**src/rtl/cae_pers_pkg.sv**
```systemverilog
// Shared types and constants for the PDES personality controller.
package cae_pers_pkg;

  typedef enum logic [1:0] {
    ST_IDLE     = 2'd0,
    ST_LAUNCH   = 2'd1,
    ST_RUNNING  = 2'd2,
    ST_FINISHED = 2'd3
  } state_e;

  // AEG register map
  localparam int AEG_ADDR     = 0;
  localparam int AEG_SIM_END  = 1;
  localparam int AEG_NUM_INIT = 2;
  localparam int AEG_LP_MASK  = 3;
  localparam int AEG_TIMEOUT  = 4;
  localparam int AEG_GVT      = 5;
  localparam int AEG_CYCLES   = 6;
  localparam int AEG_STATUS   = 7;

  // CSR addresses
  localparam logic [15:0] CSR_STATUS = 16'h0;
  localparam logic [15:0] CSR_GVT    = 16'h1;
  localparam logic [15:0] CSR_CYCLES = 16'h2;

  // Dispatch opcodes
  localparam logic [4:0] OP_START = 5'd0;
  localparam logic [4:0] OP_ABORT = 5'd1;

  // Exception bit positions
  localparam int EXC_UNIMPL  = 0;
  localparam int EXC_BAD_IDX = 1;
  localparam int EXC_TIMEOUT = 2;
  localparam int EXC_ABORT   = 3;

  // Status word layout shared by AEG7 and CSR 0x0
  function automatic logic [63:0] status_word(input logic aborted, input logic timed_out,
                                              input state_e st);
    return {60'b0, aborted, timed_out, st};
  endfunction

endpackage

```
**src/rtl/cae_gvt_min.sv**
```systemverilog
// Combinational minimum-reduction tree over the per-engine GVT results.
// Leaves beyond NUM_ENG are padded with all-ones so they never win.
module cae_gvt_min #(
  parameter int NUM_ENG = 4,
  parameter int GVT_W   = 16
) (
  input  logic [NUM_ENG*GVT_W-1:0] gvt_flat,
  output logic [GVT_W-1:0]         gvt_min
);

  localparam int LVLS   = (NUM_ENG > 1) ? $clog2(NUM_ENG) : 0;
  localparam int LEAVES = 1 << LVLS;

  for (genvar l = 0; l <= LVLS; l++) begin : g_lvl
    logic [(LEAVES>>l)-1:0][GVT_W-1:0] v;
    if (l == 0) begin : g_leaf
      for (genvar i = 0; i < LEAVES; i++) begin : g_n
        if (i < NUM_ENG) begin : g_eng
          assign v[i] = gvt_flat[i*GVT_W +: GVT_W];
        end else begin : g_pad
          assign v[i] = '1;
        end
      end
    end else begin : g_node
      for (genvar i = 0; i < (LEAVES>>l); i++) begin : g_n
        assign v[i] = (g_lvl[l-1].v[2*i] <= g_lvl[l-1].v[2*i+1]) ?
                      g_lvl[l-1].v[2*i] : g_lvl[l-1].v[2*i+1];
      end
    end
  end

  assign gvt_min = g_lvl[LVLS].v[0];

endmodule

```
**src/rtl/cae_pers_ctl.sv**
```systemverilog
// Dispatch/run controller for the PDES personality: AEG file, caep00/caep01
// decode, engine launch/supervision, GVT min-reduction and cycle counting.
// Optional watchdog enabled by defining CAE_PERS_CTL_TIMEOUT_EN.
module cae_pers_ctl
  import cae_pers_pkg::*;
#(
  parameter int NUM_AEG   = 8,
  parameter int AEG_IDX_W = 3,
  parameter int NUM_ENG   = 4,
  parameter int GVT_W     = 16
) (
  input  logic                     clk,
  input  logic                     i_reset,
  input  logic                     disp_inst_vld,
  input  logic [4:0]               disp_inst,
  input  logic [17:0]              disp_aeg_idx,
  input  logic                     disp_aeg_rd,
  input  logic                     disp_aeg_wr,
  input  logic [63:0]              disp_aeg_wr_data,
  output logic [17:0]              disp_aeg_cnt,
  output logic [15:0]              disp_exception,
  output logic                     disp_idle,
  output logic                     disp_stall,
  output logic                     disp_rtn_data_vld,
  output logic [63:0]              disp_rtn_data,
  input  logic                     csr_rd_vld,
  input  logic [15:0]              csr_address,
  output logic                     csr_rd_ack,
  output logic [63:0]              csr_rd_data,
  input  logic [3:0]               i_aeid,
  output logic [NUM_AEG*64-1:0]    aeg_flat,
  output logic                     eng_rst_n,
  output logic                     eng_start,
  input  logic [NUM_ENG-1:0]       eng_done,
  input  logic [NUM_ENG*GVT_W-1:0] eng_gvt
);

  state_e                   state_q, state_d;
  logic                     start_pend_q, start_pend_d;
  logic                     eng_start_q, eng_start_d;
  logic                     eng_rst_n_q, eng_rst_n_d;
  logic                     aborted_q, aborted_d;
  logic                     timed_out_q, timed_out_d;
  logic                     gvt_upd_q, gvt_upd_d;
  logic                     tmo_hit, tmo_fire;
  logic [63:0]              cyc_q, cyc_d;
  logic [NUM_AEG-1:0][63:0] aeg_q, aeg_d;
  logic [GVT_W-1:0]         gvt_min, gvt_min_q;
  logic [3:0]               exc_q, exc_d;
  logic                     rtn_vld_q;
  logic [63:0]              rtn_data_q, rtn_data_d;
  logic                     csr_ack_q;
  logic [63:0]              csr_data_q, csr_data_d;

  logic                     is_start, is_abort, idx_ok, all_done;
  logic [AEG_IDX_W-1:0]     idx_lo;

  assign is_start = disp_inst_vld && (disp_inst == OP_START);
  assign is_abort = disp_inst_vld && (disp_inst == OP_ABORT);
  assign idx_ok   = disp_aeg_idx < 18'(NUM_AEG);
  assign idx_lo   = disp_aeg_idx[AEG_IDX_W-1:0];
  assign all_done = &eng_done;

`ifdef CAE_PERS_CTL_TIMEOUT_EN
  assign tmo_hit = (aeg_q[AEG_TIMEOUT] != 64'd0) && (cyc_q == aeg_q[AEG_TIMEOUT]);
`else
  assign tmo_hit = 1'b0;
`endif

  cae_gvt_min #(.NUM_ENG(NUM_ENG), .GVT_W(GVT_W)) u_gvt_min (
    .gvt_flat (eng_gvt),
    .gvt_min  (gvt_min)
  );

  // Next-state and run-flag logic; abort beats timeout beats completion
  always_comb begin
    state_d     = state_q;
    aborted_d   = aborted_q;
    timed_out_d = timed_out_q;
    gvt_upd_d   = gvt_upd_q;
    tmo_fire    = 1'b0;
    case (state_q)
      ST_IDLE:     if (start_pend_q) state_d = ST_LAUNCH;
      ST_LAUNCH: begin
        state_d     = ST_RUNNING;
        aborted_d   = 1'b0;
        timed_out_d = 1'b0;
        gvt_upd_d   = 1'b0;
      end
      ST_RUNNING: begin
        if (is_abort) begin
          state_d   = ST_FINISHED;
          aborted_d = 1'b1;
        end else if (tmo_hit) begin
          state_d     = ST_FINISHED;
          timed_out_d = 1'b1;
          tmo_fire    = 1'b1;
        end else if (all_done) begin
          state_d   = ST_FINISHED;
          gvt_upd_d = 1'b1;
        end else if (i_aeid != 4'd0) begin
          state_d = ST_FINISHED;
        end
      end
      ST_FINISHED: state_d = ST_IDLE;
      default:     state_d = ST_IDLE;
    endcase
    // caep00 is only taken while idle; the pending flag is consumed by LAUNCH
    start_pend_d = start_pend_q ? 1'b0 : (is_start && (state_q == ST_IDLE));
    eng_start_d  = (state_d == ST_LAUNCH) && (i_aeid == 4'd0);
    eng_rst_n_d  = (state_d == ST_RUNNING);
  end

  // FSM and registered engine controls
  always_ff @(posedge clk or posedge i_reset) begin
    if (i_reset) begin
      state_q      <= ST_IDLE;
      start_pend_q <= 1'b0;
      eng_start_q  <= 1'b0;
      eng_rst_n_q  <= 1'b0;
      aborted_q    <= 1'b0;
      timed_out_q  <= 1'b0;
      gvt_upd_q    <= 1'b0;
    end else begin
      state_q      <= state_d;
      start_pend_q <= start_pend_d;
      eng_start_q  <= eng_start_d;
      eng_rst_n_q  <= eng_rst_n_d;
      aborted_q    <= aborted_d;
      timed_out_q  <= timed_out_d;
      gvt_upd_q    <= gvt_upd_d;
    end
  end

  // Cycle counter, AEG file updates (dispatch write applied last so it wins)
  always_comb begin
    cyc_d = cyc_q;
    if (state_q == ST_LAUNCH) cyc_d = 64'd0;
    else if (state_q == ST_RUNNING && cyc_q != '1) cyc_d = cyc_q + 64'd1;

    aeg_d = aeg_q;
    if (state_q == ST_FINISHED) begin
      if (gvt_upd_q) aeg_d[AEG_GVT] = 64'(gvt_min_q);
      aeg_d[AEG_CYCLES] = cyc_q;
      aeg_d[AEG_STATUS] = status_word(aborted_q, timed_out_q, ST_IDLE);
    end
    if (disp_aeg_wr && idx_ok) begin
      for (int k = 0; k < NUM_AEG; k++)
        if (idx_lo == AEG_IDX_W'(k)) aeg_d[k] = disp_aeg_wr_data;
    end
  end

  // Read returns, CSR returns and exception sources
  always_comb begin
    rtn_data_d = 64'd0;
    if (disp_aeg_rd && idx_ok) begin
      for (int k = 0; k < NUM_AEG; k++)
        if (idx_lo == AEG_IDX_W'(k)) rtn_data_d = aeg_q[k];
    end
    csr_data_d = 64'd0;
    if (csr_rd_vld) begin
      case (csr_address)
        CSR_STATUS: csr_data_d = status_word(aborted_q, timed_out_q, state_q);
        CSR_GVT:    csr_data_d = aeg_q[AEG_GVT];
        CSR_CYCLES: csr_data_d = cyc_q;
        default:    csr_data_d = 64'd0;
      endcase
    end
    exc_d              = 4'd0;
    exc_d[EXC_UNIMPL]  = disp_inst_vld && (disp_inst > OP_ABORT);
    exc_d[EXC_BAD_IDX] = (disp_aeg_rd || disp_aeg_wr) && !idx_ok;
    exc_d[EXC_TIMEOUT] = tmo_fire;
    exc_d[EXC_ABORT]   = is_abort && (state_q == ST_RUNNING);
  end

  // Datapath registers
  always_ff @(posedge clk or posedge i_reset) begin
    if (i_reset) begin
      cyc_q      <= 64'd0;
      aeg_q      <= '0;
      gvt_min_q  <= '0;
      exc_q      <= 4'd0;
      rtn_vld_q  <= 1'b0;
      rtn_data_q <= 64'd0;
      csr_ack_q  <= 1'b0;
      csr_data_q <= 64'd0;
    end else begin
      cyc_q      <= cyc_d;
      aeg_q      <= aeg_d;
      gvt_min_q  <= gvt_min;
      exc_q      <= exc_d;
      rtn_vld_q  <= disp_aeg_rd;
      rtn_data_q <= rtn_data_d;
      csr_ack_q  <= csr_rd_vld;
      csr_data_q <= csr_data_d;
    end
  end

  assign disp_aeg_cnt      = 18'(NUM_AEG);
  assign disp_exception    = {12'd0, exc_q};
  assign disp_idle         = (state_q == ST_IDLE) && !start_pend_q;
  assign disp_stall        = (state_q != ST_IDLE) || is_start || start_pend_q;
  assign disp_rtn_data_vld = rtn_vld_q;
  assign disp_rtn_data     = rtn_data_q;
  assign csr_rd_ack        = csr_ack_q;
  assign csr_rd_data       = csr_data_q;
  assign aeg_flat          = aeg_q;
  assign eng_rst_n         = eng_rst_n_q;
  assign eng_start         = eng_start_q;

endmodule

```
**config.mk**
```make
export PLATFORM = sky130hd
export DESIGN_NAME = cae_pers_ctl
export DESIGN_NICKNAME = d
export VERILOG_FILES = /design/src/rtl/cae_pers_pkg.sv /design/src/rtl/cae_gvt_min.sv /design/src/rtl/cae_pers_ctl.sv
export SDC_FILE = /design/constraint.sdc
export NUM_CORES = 2
export LEC_CHECK = 0
export ABC_AREA = 0
export ABC_CLOCK_PERIOD_IN_PS = 51100
export BUFFER_PORTS_ARGS = -buffer_cell sky130_fd_sc_hd__buf_2
export CAP_MARGIN = 0
export CORE_AREA = 3 3 337 339
export CTS_CLUSTER_SIZE = 25
export DETAILED_ROUTE_END_ITERATION = 7
export DIE_AREA = 0 0 340 342
export GPL_ROUTABILITY_DRIVEN = 0
export PLACE_DENSITY = 0.63
export SLEW_MARGIN = 15
export SYNTH_ARGS = -nofsm -noshare
export SYNTH_HDL_FRONTEND = slang
export SYNTH_SLANG_ARGS = --single-unit
```
**constraint.sdc**
```tcl
create_clock -name clk -period 51.1 [get_ports clk]
set_clock_uncertainty 0.15 [all_clocks]
set_input_delay 0 -clock clk [delete_from_list [all_inputs] [get_ports clk]]
set_output_delay 0 -clock clk [all_outputs]
set_load 0.02 [all_outputs]
```
# Yosys cells after proc, flatten, opt, wreduce, memory -nomap -nowiden
# Index checks and enable logic that the tools add are counted.
[op_classes] muxes=38 n_addsub=1 reduce_logical=33 order_cmp=5 n_eq_ne=19
[ops] cell="64-bit two-way mux" n=21
[ops] cell="512-bit two-way mux" n=1
[ops] cell="192-bit two-way mux" n=1
[ops] cell="64-bit case mux with 3 select lines" n=1
[ops] cell="64-bit by 1-bit adder with 64-bit output, second input constant" n=1
[ops] cell="64-bit inequality test, second input constant" n=1
[ops] cell="16-bit less-or-equal comparator" n=3
[ops] cell="16-bit two-way mux" n=3
[ops] cell="18-bit by 4-bit < comparator with 1-bit output, second input constant" n=1
[ops] cell="16-bit by 1-bit equality test with 1-bit output, second input constant" n=1
[ops] cell="16-bit by 2-bit equality test with 1-bit output, second input constant" n=1
[ops] cell="16-bit zero test" n=1
[ops] cell="3-bit equality test, second input constant" n=4
[ops] cell="2-bit AND reduction" n=6
[ops] cell="1-bit logical AND" n=11
[ops] cell="2-bit two-way mux" n=4
[ops] cell="2-bit case mux with 4 select lines" n=1
[ops] cell="2-bit equality test, second input constant" n=3
[ops] cell="3-bit by 2-bit equality test with 1-bit output, second input constant" n=2
[ops] cell="2-bit inequality test, second input constant" n=3
[ops] cell="2-bit nonzero test" n=3
[ops] cell="5-bit by 1-bit equality test with 1-bit output, second input constant" n=1
[ops] cell="5-bit by 1-bit > comparator with 1-bit output, second input constant" n=1
[ops] cell="5-bit zero test" n=1
[ops] cell="12 further kinds" n=20
[totals] output_inout_bits=680 word_cells=117 reg_bits=732 in_bits=181

# Logic depth before layout (Yosys ltp)
[depth] word_depth=10 ltp_mapped=19 mapped_depth_nobuf=15

# Modules after synthesis
# From an unflattened synthesis, not the netlist that was laid out.
[unflattened] cells_unflattened=2903 area_unflattened_um2=34780.9
[by_module_without_submodules] mod="cae_pers_ctl" cells_each=2681 area_per_inst_um2=32971.6 seq_area_each_um2=18317.6 n_inst=1
[by_module_without_submodules] mod="cae_gvt_min" cells_each=222 area_per_inst_um2=1809.2 seq_area_each_um2=0.0 n_inst=1

# Worst setup path after synthesis
# Ideal clock, no wire load.
[synth_path] path_type="input -> register" startpoint="input eng_gvt[31]" endpoint="register gvt_min_q[10]" path_slack_ns=47.262 path_stages=19 required_ns=50.806 path_buffers=4 arrival_time_ns=3.544 setup_time_ns=0.144 cell_sequence="inv_1 -> ha_1 -> nand4_1 -> nor4_1 -> a21bo_2 -> and3_1 -> clkbuf_1 -> clkbuf_1 -> o21ai_0 -> o31ai_1 -> ha_1 -> and4_1 -> nand3_1 -> a211o_1 -> nand4_1 -> and2_1 -> clkbuf_1 -> clkbuf_1 -> a22oi_1"
[synth_via] elab_chain_cells=4
[synth_lines] element="from (decl)" line="cae_pers_ctl.sv:35" source="input logic [NUM_ENG*GVT_W-1:0] eng_gvt"
[synth_lines] element="16-bit less-or-equal comparator" line="cae_gvt_min.sv:26" source="assign v[i] = (g_lvl[l-1].v[2*i] <= g_lvl[l-1].v[2*i+1]) ?"
[synth_lines] element="16-bit two-way mux *" line="cae_gvt_min.sv:26"
[synth_lines] element="16-bit less-or-equal comparator" line="cae_gvt_min.sv:26"
[synth_lines] element="16-bit two-way mux *" line="cae_gvt_min.sv:26"
[synth_lines] element="net gvt_min[10]" line="cae_pers_ctl.sv:48" source="logic [GVT_W-1:0] gvt_min, gvt_min_q;"
[synth_lines] element="to (signal assigned)" line="cae_pers_ctl.sv:190" source="gvt_min_q <= gvt_min;"
[synth_lines] element="to (decl)" line="cae_pers_ctl.sv:48"
# The timed path passes the listed nets; every way through them passes the cells marked *.
# A chain may end at the register's enable or synchronous reset.

# Worst setup path in the final report
[layout_path] startpoint="input eng_gvt[15]" endpoint="register gvt_min_q[6]"
# The elaborated chain is that of the path after synthesis.

==> impl_metrics.ini <==
[run_status]
status = completed

[clocking]
post_cts_resized = 0
tritoncts = done
insertion_delay_ps = 650
cts_max_path_buffers = 3
clkSinkCount = 732
numCtsBuffers = 84
htree_levels = 3
clock_tree.root_cell = clkbuf_16
clkSlewWorstSetupHoldPaths_ps = 60

[floorplanning]
core_sq_um = 110700
die_w_um = 340
die-area_sq_um = 116300
rows = 122
start_util_pct = 31.49
ios = 861
die_y_um = 342

[detailed_routing]
num_vias = 30540
routed_wl_um = 138000
drc = 0
wl_per_cell_um = 24.14
postRouteAntennaNets = 0
drt_iter0_drc = 2128
dr.pass1.iters = 6
routed_via_density = 5.344

[power]
power_density_nw_per_um2 = 31.54
ir_drop_uv = 22.35
power_leakage_nw = 22.72

[cells_and_area]
final_area_sq_um = 44700
nNetsFinal = 4398
stdcell_count = 5715
syn_to_final_growth_pct = 28.25
drive_above_1_share_pct = 32.45
final_core_util_pct = 40.39

[global_routing]
grt_usage_pct = 22.98
grt_pass1_vias = 31030
grt_max_degree = 162
grt-ovfl-total = 0
grt_pass1_wl_um = 204500
grt_antenna_before_repair = 3

[timing]
rsz0062_at_grt = false
setup_tns_ps = 0
drv_slew = 0
fin_crit_ps = 5654
hold_ws_ps = 61.59
slew_headroom_pct = 21.26
worst_slew_pin_slew_ps = 1181
fmax_mhz = 176.9
period_share_pct = 11.06
hold_violations = 0
finalSetupViolCount = 0

[synth]
synth_seq_cells = 732
syn_area_sq_um = 34850
synthCells = 3282
yosysSeqAreaShare_pct = 52.56
synth_top_area_share_pct = 52.56
synthArstFlopShare_pct = 100.0
synth_common_cells = dfrtp_1 (732), mux2_2 (325), nand2_1 (307), o21ai_0 (236)
synth_top_area_cell = dfrtp_1
avgSynthCellArea_sq_um = 10.62
synth_area_leaders = dfrtp_1 (53%), mux2_2 (11%), mux2i_1 (5.1%), o21ai_0 (3.4%), a21oi_1 (3.4%)
yosysUniqueCellTypes = 63
synth_most_common_cell = dfrtp_1
synth_warnings = 0
synth_edf_count = 0
ys.flop_type = dfrtp_1

[critical_path]
cp.arrival_ps = 6080
path_max_fanout = 32
path_class = input port to register
critical_path.endpoint_type = register
start_kind = input port
reg2reg_depth = 7
critPathRequiredTime_ps = 51530

[placement]
dp_cells = 5397
io_buffers = 829
hpwl_um = 94060
placed_cell_area_sq_um = 40300

[min_path]
hold-path-cell-count = 4
min_path_type = input port to register

[run]
maxCapViolCount = 0
[path summary, 6_finish.rpt]
| check | start | end | slack (ps) |
|---|---|---|---|
| max in group asynchronous | i_reset | aeg_flat[23] | 46740 |
| worst max-delay path | eng_gvt[15] | gvt_min_q[6] | 45450 |
| worst max register to register | cyc_q[24] | cyc_q[57] | 47230 |
| worst min-delay path | disp_aeg_wr_data[16] | aeg_flat[464] | 60 |
| worst min register to register | aeg_flat[222] | aeg_flat[222] | 380 |
| min in group asynchronous | i_reset | aeg_flat[447] | 430 |
[per-layer routing]
layer  share of wire [%]  up-vias  global-route usage [%]
met1                  40    15440                   28.20
met2                  49     1370                   38.77
li1                    -    13420                       -
met3                 7.5      314                   5.350
met4                 4.2        6                   9.675
met5               0.022        -                       0
[through the flow]
stage          setup slack, ps  total power [mW]
3_5_place_dp             45850            0.8047
3_3_place_gp             45970            0.8019
6_report                 45450             1.410
5_1_grt                  45140             1.465
2_1_floorplan            30410            0.7305
4_1_cts                  45640             1.423
[power by group]
group | switching [mW] | internal (mW) | leakage, nW | total, mW
clock | 0.249 | 0.351 | 1.32 | 0.600
combinational | 0.127 | 0.0698 | 11.3 | 0.197
sequential | 0.0196 | 0.593 | 10.1 | 0.613
[what timing repair did]
action,4_1_cts,5_1_grt
setup buffers,0,0
hold buffers,168,0
endpoints found under the hold margin,761,0
endpoints found under the setup margin,0,0
[flip-flops by register name, summed over array words and instances (netlist names), 2 cells and up]
register       flops
disp_rtn_data     64
csr_rd_data       64
gvt_min_q         16
exc_q              3
cyc_q             64
aeg_flat         512
state_q            2
[worst max-delay path: stages]
cell and delay [ps]:
dlygate4sd3_1 540, buf_2 130, ha_1 300, nand4_1 180, nor4_1 480, and4_1 1000, o21ai_0 260, o31ai_1 150
ha_1 290, and4_1 210, nand3_1 130, a211o_1 130, nand4_1 710, and2_1 660, a22oi_1 300, dlygate4sd3_1 590
[layout by cell type, fill, tap and decap left out, types with 25 or more instances in the layout]
cell type and instances:
buf_4 41, conb_1 31, buf_2 826, mux2i_1 177, nand2_1 301, a21oi_1 235
o31ai_1 28, dfrtp_1 732, mux2_2 325, ha_1 52, o211ai_1 70, nand4_1 27
nand3_1 73, clkbuf_16 88, clkbuf_1 28, o21ai_0 236, or3_1 25, a22oi_1 140
dlygate4sd3_1 168, nor2_1 232, nand3b_1 63, inv_1 94
[layout make-up]
| class | count | area, sq um |
|---|---|---|
| antenna | 2 | 5.005 |
| clock buffer | 133 | 2541 |
| clock inverter | 15 | 170.2 |
| fill | 10790 | 65970 |
| inverter | 95 | 364.1 |
| multi-input combinational | 2211 | 15260 |
| sequential | 732 | 18320 |
| tap | 1488 | 1862 |
| timing repair buffer | 1039 | 6177 |
[cell families after synthesis]
group / share of synthesized area (%)
AND/OR/NAND/NOR: 11.83
multiplexers: 15.65
AO/OA/AOI/OAI: 12.74
flip-flops: 52.56
XOR/XNOR: 0.7036
other: 0.02155
adder cells (fa/ha/maj): 1.939
buffers and inverters: 4.566
No activity file was read; power rests on OpenSTA's default activity.
